$ cat src/rtl/wb_com_nslave.sv
// Single-master to N-slave pipelined Wishbone B4 interconnect.
// Requests are routed by base/mask windows; responses return in order from the owning slave.
module wb_com_nslave #(
    parameter int                          N_SLAVES        = 4,
    parameter int                          AWIDTH          = 32,
    parameter int                          DWIDTH          = 32,
    parameter logic [N_SLAVES*AWIDTH-1:0]  ADDR_BASE       = '0,
    parameter logic [N_SLAVES*AWIDTH-1:0]  ADDR_MASK       = '0,
    parameter int                          MAX_OUTSTANDING = 4,
    parameter int                          TIMEOUT         = 255
) (
    input  logic                           clk_i,
    input  logic                           rst_i,
    input  logic [AWIDTH-1:0]              m_wb_adr_i,
    input  logic [DWIDTH-1:0]              m_wb_dat_i,
    input  logic [DWIDTH/8-1:0]            m_wb_sel_i,
    input  logic                           m_wb_cyc_i,
    input  logic                           m_wb_stb_i,
    input  logic                           m_wb_we_i,
    output logic [DWIDTH-1:0]              m_wb_dat_o,
    output logic                           m_wb_stall_o,
    output logic                           m_wb_ack_o,
    output logic                           m_wb_err_o,
    output logic [N_SLAVES*AWIDTH-1:0]     s_wb_adr_o,
    output logic [N_SLAVES*DWIDTH-1:0]     s_wb_dat_o,
    output logic [N_SLAVES*(DWIDTH/8)-1:0] s_wb_sel_o,
    output logic [N_SLAVES-1:0]            s_wb_we_o,
    output logic [N_SLAVES-1:0]            s_wb_cyc_o,
    output logic [N_SLAVES-1:0]            s_wb_stb_o,
    input  logic [N_SLAVES*DWIDTH-1:0]     s_wb_dat_i,
    input  logic [N_SLAVES-1:0]            s_wb_stall_i,
    input  logic [N_SLAVES-1:0]            s_wb_ack_i,
    input  logic [N_SLAVES-1:0]            s_wb_err_i
);

    localparam int SW = (N_SLAVES > 1) ? $clog2(N_SLAVES) : 1;
    localparam int CW = $clog2(MAX_OUTSTANDING + 1);
    localparam int TW = (TIMEOUT > 0) ? $clog2(TIMEOUT + 1) : 1;
    localparam logic [CW-1:0] CNT_MAX = CW'(MAX_OUTSTANDING);
    localparam logic [TW-1:0] TO_LIM  = TW'(TIMEOUT);

    logic [SW-1:0] cur_sel_q, cur_sel_d;
    logic          cur_vld_q, cur_vld_d;
    logic [CW-1:0] out_cnt_q, out_cnt_d;
    logic [TW-1:0] to_cnt_q,  to_cnt_d;
    logic          err_pend_q, err_pend_d;

    logic [SW-1:0] tgt;
    logic          hit_any;
    logic          outstanding;
    logic          timeout_hit;
    logic          block;
    logic          stall;
    logic          issue;
    logic          accept;
    logic          own_ack;
    logic          own_err;
    logic          resp;

    // Lowest index wins: scan downwards so the last assignment is the smallest hit.
    always_comb begin
        hit_any = 1'b0;
        tgt     = '0;
        for (int i = N_SLAVES - 1; i >= 0; i--) begin
            if ((m_wb_adr_i & ~ADDR_MASK[i*AWIDTH +: AWIDTH]) ==
                (ADDR_BASE[i*AWIDTH +: AWIDTH] & ~ADDR_MASK[i*AWIDTH +: AWIDTH])) begin
                hit_any = 1'b1;
                tgt     = SW'(i);
            end
        end
    end

    // The abort cycle also blocks new requests so nothing is issued into a batch being discarded.
    always_comb begin
        outstanding = (out_cnt_q != '0);
        timeout_hit = (TIMEOUT != 0) && m_wb_cyc_i && outstanding && (to_cnt_q == TO_LIM);
        block       = (out_cnt_q == CNT_MAX)
                    | (hit_any & cur_vld_q & (tgt != cur_sel_q) & outstanding)
                    | (~hit_any & outstanding)
                    | err_pend_q
                    | timeout_hit;
        stall       = block | (hit_any & s_wb_stall_i[tgt]);
        issue       = m_wb_cyc_i & m_wb_stb_i & hit_any & ~block & ~rst_i;
        accept      = m_wb_cyc_i & m_wb_stb_i & ~stall & ~rst_i;
        own_ack     = m_wb_cyc_i & cur_vld_q & outstanding & ~timeout_hit & s_wb_ack_i[cur_sel_q];
        own_err     = m_wb_cyc_i & cur_vld_q & outstanding & ~timeout_hit & s_wb_err_i[cur_sel_q];
        resp        = own_ack | own_err;
    end

    always_comb begin
        cur_sel_d  = cur_sel_q;
        cur_vld_d  = cur_vld_q;
        out_cnt_d  = out_cnt_q;
        to_cnt_d   = '0;
        err_pend_d = 1'b0;
        if (!m_wb_cyc_i || timeout_hit) begin
            cur_vld_d = 1'b0;
            out_cnt_d = '0;
        end else begin
            err_pend_d = accept & ~hit_any;
            if (accept && hit_any) begin
                cur_sel_d = tgt;
                cur_vld_d = 1'b1;
            end
            unique case ({accept & hit_any, resp})
                2'b10:   out_cnt_d = out_cnt_q + CW'(1);
                2'b01:   out_cnt_d = out_cnt_q - CW'(1);
                default: out_cnt_d = out_cnt_q;
            endcase
            if (!resp && outstanding && (TIMEOUT != 0))
                to_cnt_d = to_cnt_q + TW'(1);
        end
    end

    always_ff @(posedge clk_i or posedge rst_i) begin
        if (rst_i) begin
            cur_sel_q  <= '0;
            cur_vld_q  <= 1'b0;
            out_cnt_q  <= '0;
            to_cnt_q   <= '0;
            err_pend_q <= 1'b0;
        end else begin
            cur_sel_q  <= cur_sel_d;
            cur_vld_q  <= cur_vld_d;
            out_cnt_q  <= out_cnt_d;
            to_cnt_q   <= to_cnt_d;
            err_pend_q <= err_pend_d;
        end
    end

    assign s_wb_adr_o = {N_SLAVES{m_wb_adr_i}};
    assign s_wb_dat_o = {N_SLAVES{m_wb_dat_i}};
    assign s_wb_sel_o = {N_SLAVES{m_wb_sel_i}};
    assign s_wb_we_o  = {N_SLAVES{m_wb_we_i}};

    always_comb begin
        s_wb_cyc_o   = '0;
        s_wb_stb_o   = '0;
        m_wb_dat_o   = '0;
        m_wb_stall_o = ~rst_i & stall;
        m_wb_ack_o   = ~rst_i & own_ack;
        m_wb_err_o   = ~rst_i & (own_err | err_pend_q | timeout_hit);
        for (int t = 0; t < N_SLAVES; t++) begin
            s_wb_stb_o[t] = issue & (tgt == SW'(t));
            s_wb_cyc_o[t] = ~rst_i & m_wb_cyc_i &
                            ((cur_vld_q & (cur_sel_q == SW'(t)) & ~timeout_hit) |
                             (issue & (tgt == SW'(t))));
        end
        if (!rst_i && cur_vld_q)
            m_wb_dat_o = s_wb_dat_i[int'(cur_sel_q)*DWIDTH +: DWIDTH];
    end

endmodule

$ cat config.mk
export PLATFORM = sky130hd
export DESIGN_NAME = wb_com_nslave
export DESIGN_NICKNAME = d
export VERILOG_FILES = /design/src/rtl/wb_com_nslave.sv
export SDC_FILE = /design/constraint.sdc
export NUM_CORES = 1
export LEC_CHECK = 0
export ABC_AREA = 0
export CAP_MARGIN = 15
export CELL_PAD_IN_SITES_DETAIL_PLACEMENT = 1
export CELL_PAD_IN_SITES_GLOBAL_PLACEMENT = 2
export CORE_AREA = 3 3 206 208
export CTS_BUF_LIST = sky130_fd_sc_hd__clkbuf_4 sky130_fd_sc_hd__clkbuf_8
export CTS_CLUSTER_SIZE = 24
export DETAILED_ROUTE_END_ITERATION = 16
export DIE_AREA = 0 0 209 211
export HOLD_SLACK_MARGIN = 0.06
export PLACE_DENSITY = 0.81
export SYNTH_ARGS = -nofsm -noshare
export SYNTH_HDL_FRONTEND = slang
export SYNTH_SLANG_ARGS = --single-unit
$ cat constraint.sdc
create_clock -name clk_i -period 6.15 [get_ports clk_i]
set_input_delay 1.23 -clock clk_i [delete_from_list [all_inputs] [get_ports clk_i]]
set_output_delay 1.23 -clock clk_i [all_outputs]
set_load 0.01 [all_outputs]
==> results of run 1 <==
[layout make-up]
type	count	area [um^2]
multi-input combinational	117	751
sequential	13	325
timing repair buffer	235	2350
tap	532	666
fill	4865	36600
inverter	5	18.8
clock buffer	4	48.8
[registers in the layout (all words and copies together) (netlist names)]
| register | cells |
|---|---|
| cur_vld_q | 1 |
| err_pend_q | 1 |
| out_cnt_q | 3 |
| to_cnt_q | 8 |
[cell usage in the layout (no fill, tap or decap), types with 4 or more instances in the layout]
cell type | synthesis | routed
mux2i_1 | 5 | 5
nor4_1 | 8 | 8
dfrtp_1 | 13 | 13
nor2_1 | 13 | 13
nand2_1 | 10 | 10
conb_1 | 1 | 6
nand3_1 | 4 | 4
inv_1 | 5 | 5
xor2_1 | 4 | 4
clkdlybuf4s50_1 | 0 | 235
and2_1 | 32 | 32
[power breakdown]
part           internal [mW]  switching [mW]
Combinational          0.111          0.0649
Clock                 0.0501          0.0295
Sequential            0.0859        0.000203
Total                  0.247          0.0946
[stage by stage]
step                      power (mW)  worst slack, ns  util [%]  hold WS (ns)
after floorplan                0.282             2.76         -         0.448
after global placement         0.265            0.695      10.1         0.472
after detailed placement       0.268            0.626      10.1         0.492
after CTS                      0.349            0.638      10.2         0.499
after global routing           0.362            0.566      10.2         0.534
final                          0.342             1.06      10.2         0.488
[worst max path at each step]
stage	slack [ns]	start	end	depth (start not counted)
6_report	1.06	m_wb_adr_i[20]	s_wb_stb_o[0]	7
5_1_grt	0.57	m_wb_adr_i[20]	s_wb_stb_o[0]	7
4_1_cts	0.64	m_wb_adr_i[20]	s_wb_stb_o[0]	7
3_5_place_dp	0.63	m_wb_adr_i[20]	s_wb_stb_o[0]	7
3_3_place_gp	0.70	m_wb_adr_i[20]	s_wb_stb_o[0]	7
2_1_floorplan	2.76	m_wb_adr_i[18]	m_wb_stall_o	5
[layer usage]
| layer | track usage [%] | up-vias | wire length, um |
|---|---|---|---|
| met5 | 0 | - | 0 |
| met4 | 1.06 | 0 | 228 |
| met3 | 1.95 | 29 | 1200 |
| met2 | 6.35 | 178 | 4520 |
| met1 | 3.72 | 900 | 3110 |
| li1 | - | 930 | - |
[logic make-up (layout without fill, tap and decap cells)]
group	count (synthesis)	in the layout	share of synthesized area, %
simple gates	84	84	15.3
mux	5	5	1.56
other cells	1	6	0.117
xor+xnor	8	8	2.42
buf+inv	291	244	67.1
flops	13	13	10.1
compound gates	12	12	2.53
fa+ha+maj	2	2	0.780
[worst max-delay path: cells and delay by family]
kind	cells	cell delay, ns
buf+inv	3	1.30
simple gates	4	1.32
==> results.yml, run 1 <==
job:
  max_cap_viol_count: 0
timing:
  report.final.slew_viol_count: 0
  fmaxAchievable_mhz: 196
  final_min_period_over_clock_period_pct: 82.8
  max_slew_margin_pct: 37.2
  worst_slew_pin_slew_ns: 0.938
  grt_setup_unrepaired: "no"
  timing.final.hold_violations: 0
  setup-violations-final: 0
  finalWorstPathRequiredPeriod_ns: 5.09
  finClkSkew_ns: 0.00572
  timing.setup.tns_ns: 0
cells_and_area:
  layout.cell_area.non_filler_um2: 4160
  layout-drive-gt1-share_pct: 2.94
  syn_to_final_growth_pct: 29.7
  final_nets: 590
  post_layout_nonfiller_instances: 906
  insertedDiodeCount: 0
worst_setup_path:
  worst-endpoint-required_ns: 4.92
  crit_type: "primary input to output port"
  worstPathMaxFanout: 5
  cp-end-kind: "output port"
  crit_slowest_cell: "clkdlybuf4s50_1"
  most_common_cell_on_crit_path: "clkdlybuf4s50_1"
  crit_path_cell_trace: "clkdlybuf4s50_1, nor4_1, nand4_1, nor2_1, nand2_1, inv_1, clkdlybuf4s50_1"
  cp-start-kind: "primary input"
  highest_cell_delay_on_the_worst_timing_path_ns: 0.59
  worst_r2r_startpoint: "to_cnt_q[0]$_DFF_PP0_"
  r2r_cells: 10
  timing.critical_path.arrival_ns: 3.86
  reg2reg_slack_ns: 3.32
  end_of_the_worst_register_to_register_path: "out_cnt_q[2]$_DFFE_PP0P_"
clock_tree:
  clock_sink_count: 13
  clkTransAtPathRegs_ns: 0.05
  postCtsResizedCells: 0
  cts_htree_levels: 1
  cts-root-buf: "clkbuf_8"
  cts_tree: "built"
  postCtsSetupBuffers: 0
  post_cts_hold_buffer_count: 0
  number_of_buffers_added_by_the_clock_tree_synthesis_step: 3
  cts_max_path_buffers: 2
  clock_latency_ns: 0.24
floorplan:
  design.die.area_um2: 44100
  floorplan.io_pins: 532
  fp.dieH_um: 211
  floorplan.initialDensity_pct: 7.88
  dieWidth_um: 209
  num_rows: 74
  fp.coreArea_um2: 40700
yosys:
  ys_types: 35
  synth_most_common_cell: "buf_4"
  yosys-top-cells-area: "buf_4, dfrtp_1, and2_1, mux2i_1, nor4_1"
  synth-edff-count: 0
  synth_warnings: 0
  syn-cell-area_um2: 3210
  synth_top_cell_by_area: "buf_4"
  synthFlopType: "dfrtp_1"
  ys_seq_elements: 13
  netlist_top_cells_count: "buf_4, and2_1, dfrtp_1, nor2_1, nand2_1"
  synth_top_cell_area_share_pct: 66.2
  synth_area_per_cell_um2: 7.71
  synth_cells: 416
  synth_seq_area_share_pct: 10.1
  async_reset_ff_share_pct: 100
route:
  avgViaCountPerCell: 2.25
  drt.antenna.violating_nets: 0
  drt_drc_violations_left: 0
  vias: 2037
  drt_iter0_drc: 41
  post_drt_wl_per_cell_um: 9.99
  detail_route.wirelength_um: 9050
  dr.pass1.iters: 4
placement:
  detailed_place.area_um2: 4110
  dpl.cell_count: 902
  routabilityCongestion: 0.701
  port_buffers: 235
  dp.final_hpwl_um: 8180
grt:
  grt-ovfl-total: 0
  grt_pass1_vias: 2081
  antenna_found_initial: 0
  grt_start_max_net_pins: 34
  grt_first_pass_wirelength_um: 12800
  gr-usage-all-layers_pct: 3.61
min_path:
  whs_endpoint: "to_cnt_q[0]$_DFF_PP0_"
  min_delay_src: "to_cnt_q[0]$_DFF_PP0_"
  hold_depth: 1
  worstHoldPathType: "flop to flop"
power_and_ir_drop:
  powerDensity_nw_per_um2: 82.2
  worst_ir_drop_vdd_v: 0.0000601
  power.static_leakage_nw: 1.43
outcome:
  outcome: "completed"
No activity file was read; power rests on OpenSTA's default activity.
==> inputs of run 2 (changes only) <==
- clock period: 6.15 -> 4.7 ns (I/O delays scaled with it)
==> results.yml, run 2 (synthesis gave the netlist of run 1 again) <==
timing:
  setup-violations-final: 0
  timing.final.hold_violations: 0
  finalWorstPathRequiredPeriod_ns: 4.36
  worst_slew_pin_slew_ns: 0.517
  grt_setup_unrepaired: "no"
  timing.setup.tns_ns: 0
  final_min_period_over_clock_period_pct: 92.8
  fmaxAchievable_mhz: 229
  report.final.slew_viol_count: 0
  max_slew_margin_pct: 65.2
  finClkSkew_ns: 0.00535
worst_setup_path:
  end_of_the_worst_register_to_register_path: "out_cnt_q[2]$_DFFE_PP0P_"
  worst-endpoint-required_ns: 3.76
  crit_path_cell_trace: "clkdlybuf4s50_1, nor4_1, nand4_1, nor2_2, nand2_1, a21oi_1, clkdlybuf4s50_1"
  reg2reg_slack_ns: 1.89
  cp-end-kind: "output port"
  crit_slowest_cell: "clkdlybuf4s50_1"
  worst_r2r_startpoint: "to_cnt_q[0]$_DFF_PP0_"
  highest_cell_delay_on_the_worst_timing_path_ns: 0.56
  cp-start-kind: "primary input"
  timing.critical_path.arrival_ns: 3.42
  most_common_cell_on_crit_path: "clkdlybuf4s50_1"
  worstPathMaxFanout: 5
  r2r_cells: 10
  crit_type: "primary input to output port"
min_path:
  hold_depth: 1
  whs_endpoint: "to_cnt_q[0]$_DFF_PP0_"
  worstHoldPathType: "flop to flop"
  min_delay_src: "to_cnt_q[0]$_DFF_PP0_"
clock_tree:
  cts_max_path_buffers: 2
  clock_latency_ns: 0.24
  cts-root-buf: "clkbuf_8"
  clock_sink_count: 13
  post_cts_hold_buffer_count: 0
  clkTransAtPathRegs_ns: 0.05
  postCtsResizedCells: 0
  cts_htree_levels: 1
  postCtsSetupBuffers: 0
  number_of_buffers_added_by_the_clock_tree_synthesis_step: 3
  cts_tree: "built"
cells_and_area:
  largest_reg_flops: 8
  layout-drive-gt1-share_pct: 5.01
  syn_to_final_growth_pct: 31.1
  post_layout_nonfiller_instances: 911
  insertedDiodeCount: 0
  utilization_pct: 10.3
  regMostFlops: "to_cnt_q"
  layout.cell_area.non_filler_um2: 4210
  most-common-layout-cells: "clkdlybuf4s50_1, and2_1, dfrtp_1"
  final_nets: 595
  most_common_library_cell_in_the_layout_ignoring_fill_and_taps: "clkdlybuf4s50_1"
  reg.largest.list: "to_cnt_q: 8 flops, out_cnt_q: 3 flops"
route:
  drt.antenna.violating_nets: 0
  met2RoutedLength_um: 4520
  vias: 2055
  dr.pass1.iters: 2
  drt_drc_violations_left: 0
  drt_iter0_drc: 70
  detail_route.wirelength_um: 9010
  avgViaCountPerCell: 2.26
  m1WireLength_um: 3050
  sum_of_met3_wire_segment_lengths_after_detailed_routing_um: 1220
  maxUsedRoutingLayer: "met4"
  post_drt_wl_per_cell_um: 9.89
grt:
  grt-ovfl-total: 0
  antenna_found_initial: 0
  grt_pass1_vias: 2214
  gr-usage-all-layers_pct: 3.69
  grt_first_pass_wirelength_um: 13300
  grt_start_max_net_pins: 34
floorplan:
  design.die.area_um2: 44100
  dieWidth_um: 209
  fp.dieH_um: 211
  floorplan.io_pins: 532
  floorplan.initialDensity_pct: 7.88
  fp.coreArea_um2: 40700
  num_rows: 74
placement:
  detailed_place.area_um2: 4150
  port_buffers: 235
  routabilityCongestion: 0.695
  dpl.cell_count: 907
  dp.final_hpwl_um: 8130
outcome:
  outcome: "completed"
power_and_ir_drop:
  powerDensity_nw_per_um2: 107
  power_uw: 449
  power.static_leakage_nw: 1.46
  worst_ir_drop_vdd_v: 0.0000853
job:
  max_cap_viol_count: 0
run 2: changes by cell type in the layout (fill, tap and decap cells not counted):
cell,before,now
nor4_2,0,1
nor2_2,0,1
buf_4,0,6
nor4_1,8,7
nor2_1,13,12
clkdlybuf4s50_1,235,233
dlymetal6s2s_1,0,1
run 2: per-stage QoR:
stage | hold slack, ns | worst slack (ns)
floorplan | 0.448 | 1.81
global placement | 0.475 | 0.113
detailed placement | 0.483 | 0.0662
CTS | 0.491 | 0.0469
global route | 0.534 | 0.00424
finish | 0.489 | 0.337
run 2: cell type report:
type	instances	area, um^2
Clock buffer	4	48.8
Timing Repair Buffer	240	2390
Sequential cell	13	325
Fill cell	4844	36500
Tap cell	532	666
Multi-Input combinational cell	117	759
Inverter	5	18.8
run 2: worst max path at each step:
stage,startpoint,to,cells after the start
3_3_place_gp,m_wb_adr_i[20],s_wb_cyc_o[0],9
5_1_grt,m_wb_adr_i[18],s_wb_cyc_o[0],9
6_report,m_wb_adr_i[10],s_wb_cyc_o[0],7
3_5_place_dp,m_wb_adr_i[20],s_wb_cyc_o[0],9
4_1_cts,m_wb_adr_i[20],s_wb_cyc_o[0],9
2_1_floorplan,rst_i,out_cnt_q[2]$_DFFE_PP0P_,9
run 2: power breakdown:
group	switching (mW)	internal, mW
logic	0.0851	0.147
registers	0.000242	0.112
clock network	0.0388	0.0655
total	0.124	0.324
run 2: layer usage:
layer,vias up,GRT usage (%)
met2,178,6.55
met4,0,0.924
met1,905,3.75
met5,-,0
li1,945,-
met3,27,2.11
run 2: worst max-delay path, delay by kind of cell:
kind	cells	cell delay [ns]
compound gates	1	0.16
simple gates	4	1.25
buf+inv	2	1.06
==> inputs of run 3 (changes only) <==
- CORE_AREA: 3 3 206 208 -> 2 2 205 207
- DIE_AREA: 0 0 209 211 -> 0 0 207 209
==> results.yml, run 3 (synthesis gave the netlist of run 1 again) <==
timing:
  timing.setup.tns_ns: 0
  max_slew_margin_pct: 64.7
  worst_slew_pin_slew_ns: 0.528
  report.final.slew_viol_count: 0
  final_min_period_over_clock_period_pct: 94.4
  finalWorstPathRequiredPeriod_ns: 4.44
  finClkSkew_ns: 0.00427
  fmaxAchievable_mhz: 225
  grt_setup_unrepaired: "no"
  timing.final.hold_violations: 0
  holdWs_ns: 0.483
  worst_slack_ns: 0.261
  setup-violations-final: 0
placement:
  detailed_place.area_um2: 4140
  dpl.cell_count: 912
  port_buffers: 235
  routabilityCongestion: 0.695
  dp.final_hpwl_um: 8540
  worst_case_setup_slack_after_placement_ns: -0.0450
route:
  drt.antenna.violating_nets: 0
  dr.pass1.iters: 4
  drt_drc_violations_left: 0
  drt_iter0_drc: 29
  vias: 2082
  avgViaCountPerCell: 2.27
  post_drt_wl_per_cell_um: 10.3
  detail_route.wirelength_um: 9470
floorplan:
  dieWidth_um: 207
  fp.coreArea_um2: 41300
  design.die.area_um2: 43300
  num_rows: 75
  floorplan.initialDensity_pct: 7.77
  floorplan.io_pins: 532
  fp.dieH_um: 209
clock_tree:
  post_cts_hold_buffer_count: 0
  clock_sink_count: 13
  number_of_buffers_added_by_the_clock_tree_synthesis_step: 3
  clock_latency_ns: 0.24
  cts_htree_levels: 1
  cts_tree: "built"
  cts_max_path_buffers: 2
  cts-root-buf: "clkbuf_8"
  clkTransAtPathRegs_ns: 0.06
worst_setup_path:
  cp-start-kind: "primary input"
  most_common_cell_on_crit_path: "clkdlybuf4s50_1"
  cp-end-kind: "output port"
  crit_slowest_cell: "clkdlybuf4s50_1"
  worst-endpoint-required_ns: 3.76
  crit_path_cell_trace: "clkdlybuf4s50_1, nor4_2, nand4_1, nor2_1, mux2i_1, a31oi_1, clkdlybuf4s50_1"
  r2r_cells: 10
  worstPathMaxFanout: 5
  highest_cell_delay_on_the_worst_timing_path_ns: 0.58
  timing.critical_path.arrival_ns: 3.50
  crit_type: "primary input to output port"
cells_and_area:
  post_layout_nonfiller_instances: 916
  syn_to_final_growth_pct: 30.7
  largest_reg_flops: 8
  layout-drive-gt1-share_pct: 4.24
  insertedDiodeCount: 0
  layout.cell_area.non_filler_um2: 4190
  most_common_library_cell_in_the_layout_ignoring_fill_and_taps: "clkdlybuf4s50_1"
  final_nets: 593
  utilization_pct: 10.2
  layout.filler_cells: 4925
  reg.largest.list: "to_cnt_q: 8 flops, out_cnt_q: 3 flops"
  regMostFlops: "to_cnt_q"
  most-common-layout-cells: "clkdlybuf4s50_1, and2_1, nor2_1, dfrtp_1, nand2_1"
grt:
  grt-ovfl-total: 0
  grt_pass1_vias: 2108
  antenna_found_initial: 0
  grt_first_pass_wirelength_um: 13200
  gr-usage-all-layers_pct: 3.87
  grt_start_max_net_pins: 34
power_and_ir_drop:
  power_uw: 446
  power.static_leakage_nw: 1.44
  powerDensity_nw_per_um2: 106
  worst_ir_drop_vdd_v: 0.000206
min_path:
  hold_depth: 1
  worstHoldPathType: "flop to flop"
outcome:
  outcome: "completed"
job:
  max_cap_viol_count: 0
==> run 3: timing repair <==
item	in CTS	in global routing
gates resized for setup	1	0
setup buffers	0	0
setup endpoints to repair	2	0
==> run 3: routing by layer <==
| layer | GRT usage [%] | vias to the layer above | share of wire (%) |
|---|---|---|---|
| met4 | 1.28 | 0 | 2.8 |
| met1 | 3.63 | 926 | 32 |
| met2 | 6.83 | 188 | 49 |
| li1 | - | 941 | - |
| met5 | 0.334 | - | 0 |
| met3 | 2.43 | 27 | 15 |
==> run 3: final timing paths <==
path                       slack, ns                   from                        to
min reg2reg                     0.48  to_cnt_q[0]$_DFF_PP0_     to_cnt_q[0]$_DFF_PP0_
min                             0.48  to_cnt_q[0]$_DFF_PP0_     to_cnt_q[0]$_DFF_PP0_
max                             0.26         m_wb_adr_i[20]              m_wb_stall_o
max in group asynchronous       3.17                  rst_i  out_cnt_q[2]$_DFFE_PP0P_
min in group asynchronous       1.18                  rst_i     to_cnt_q[0]$_DFF_PP0_
max reg2reg                     1.90  to_cnt_q[0]$_DFF_PP0_  out_cnt_q[2]$_DFFE_PP0P_
==> run 3: critical path, delay by kind of cell <==
kind	cells	cell delay [ns]
buffers and inverters	2	1.14
muxes	1	0.13
AOI/OAI and AO/OA	1	0.22
and+or+nand+nor	3	1.07
==> run 3: cell type report <==
cell class                 count  area [um^2]  share of cell area (%)
timing repair buffer         238         2370                    56.6
multi-input combinational    117          757                    18.0
tap                          539          674                    16.1
sequential                    13          325                    7.76
clock buffer                   3         41.3                   0.984
inverter                       5         18.8                   0.447
clock inverter                 1         5.00                   0.119
==> run 3: power by group <==
part           switching [mW]  leakage, nW  internal, mW
Clock                  0.0430       0.0255        0.0585
Combinational          0.0854         1.24         0.146
Sequential           0.000310        0.181         0.112
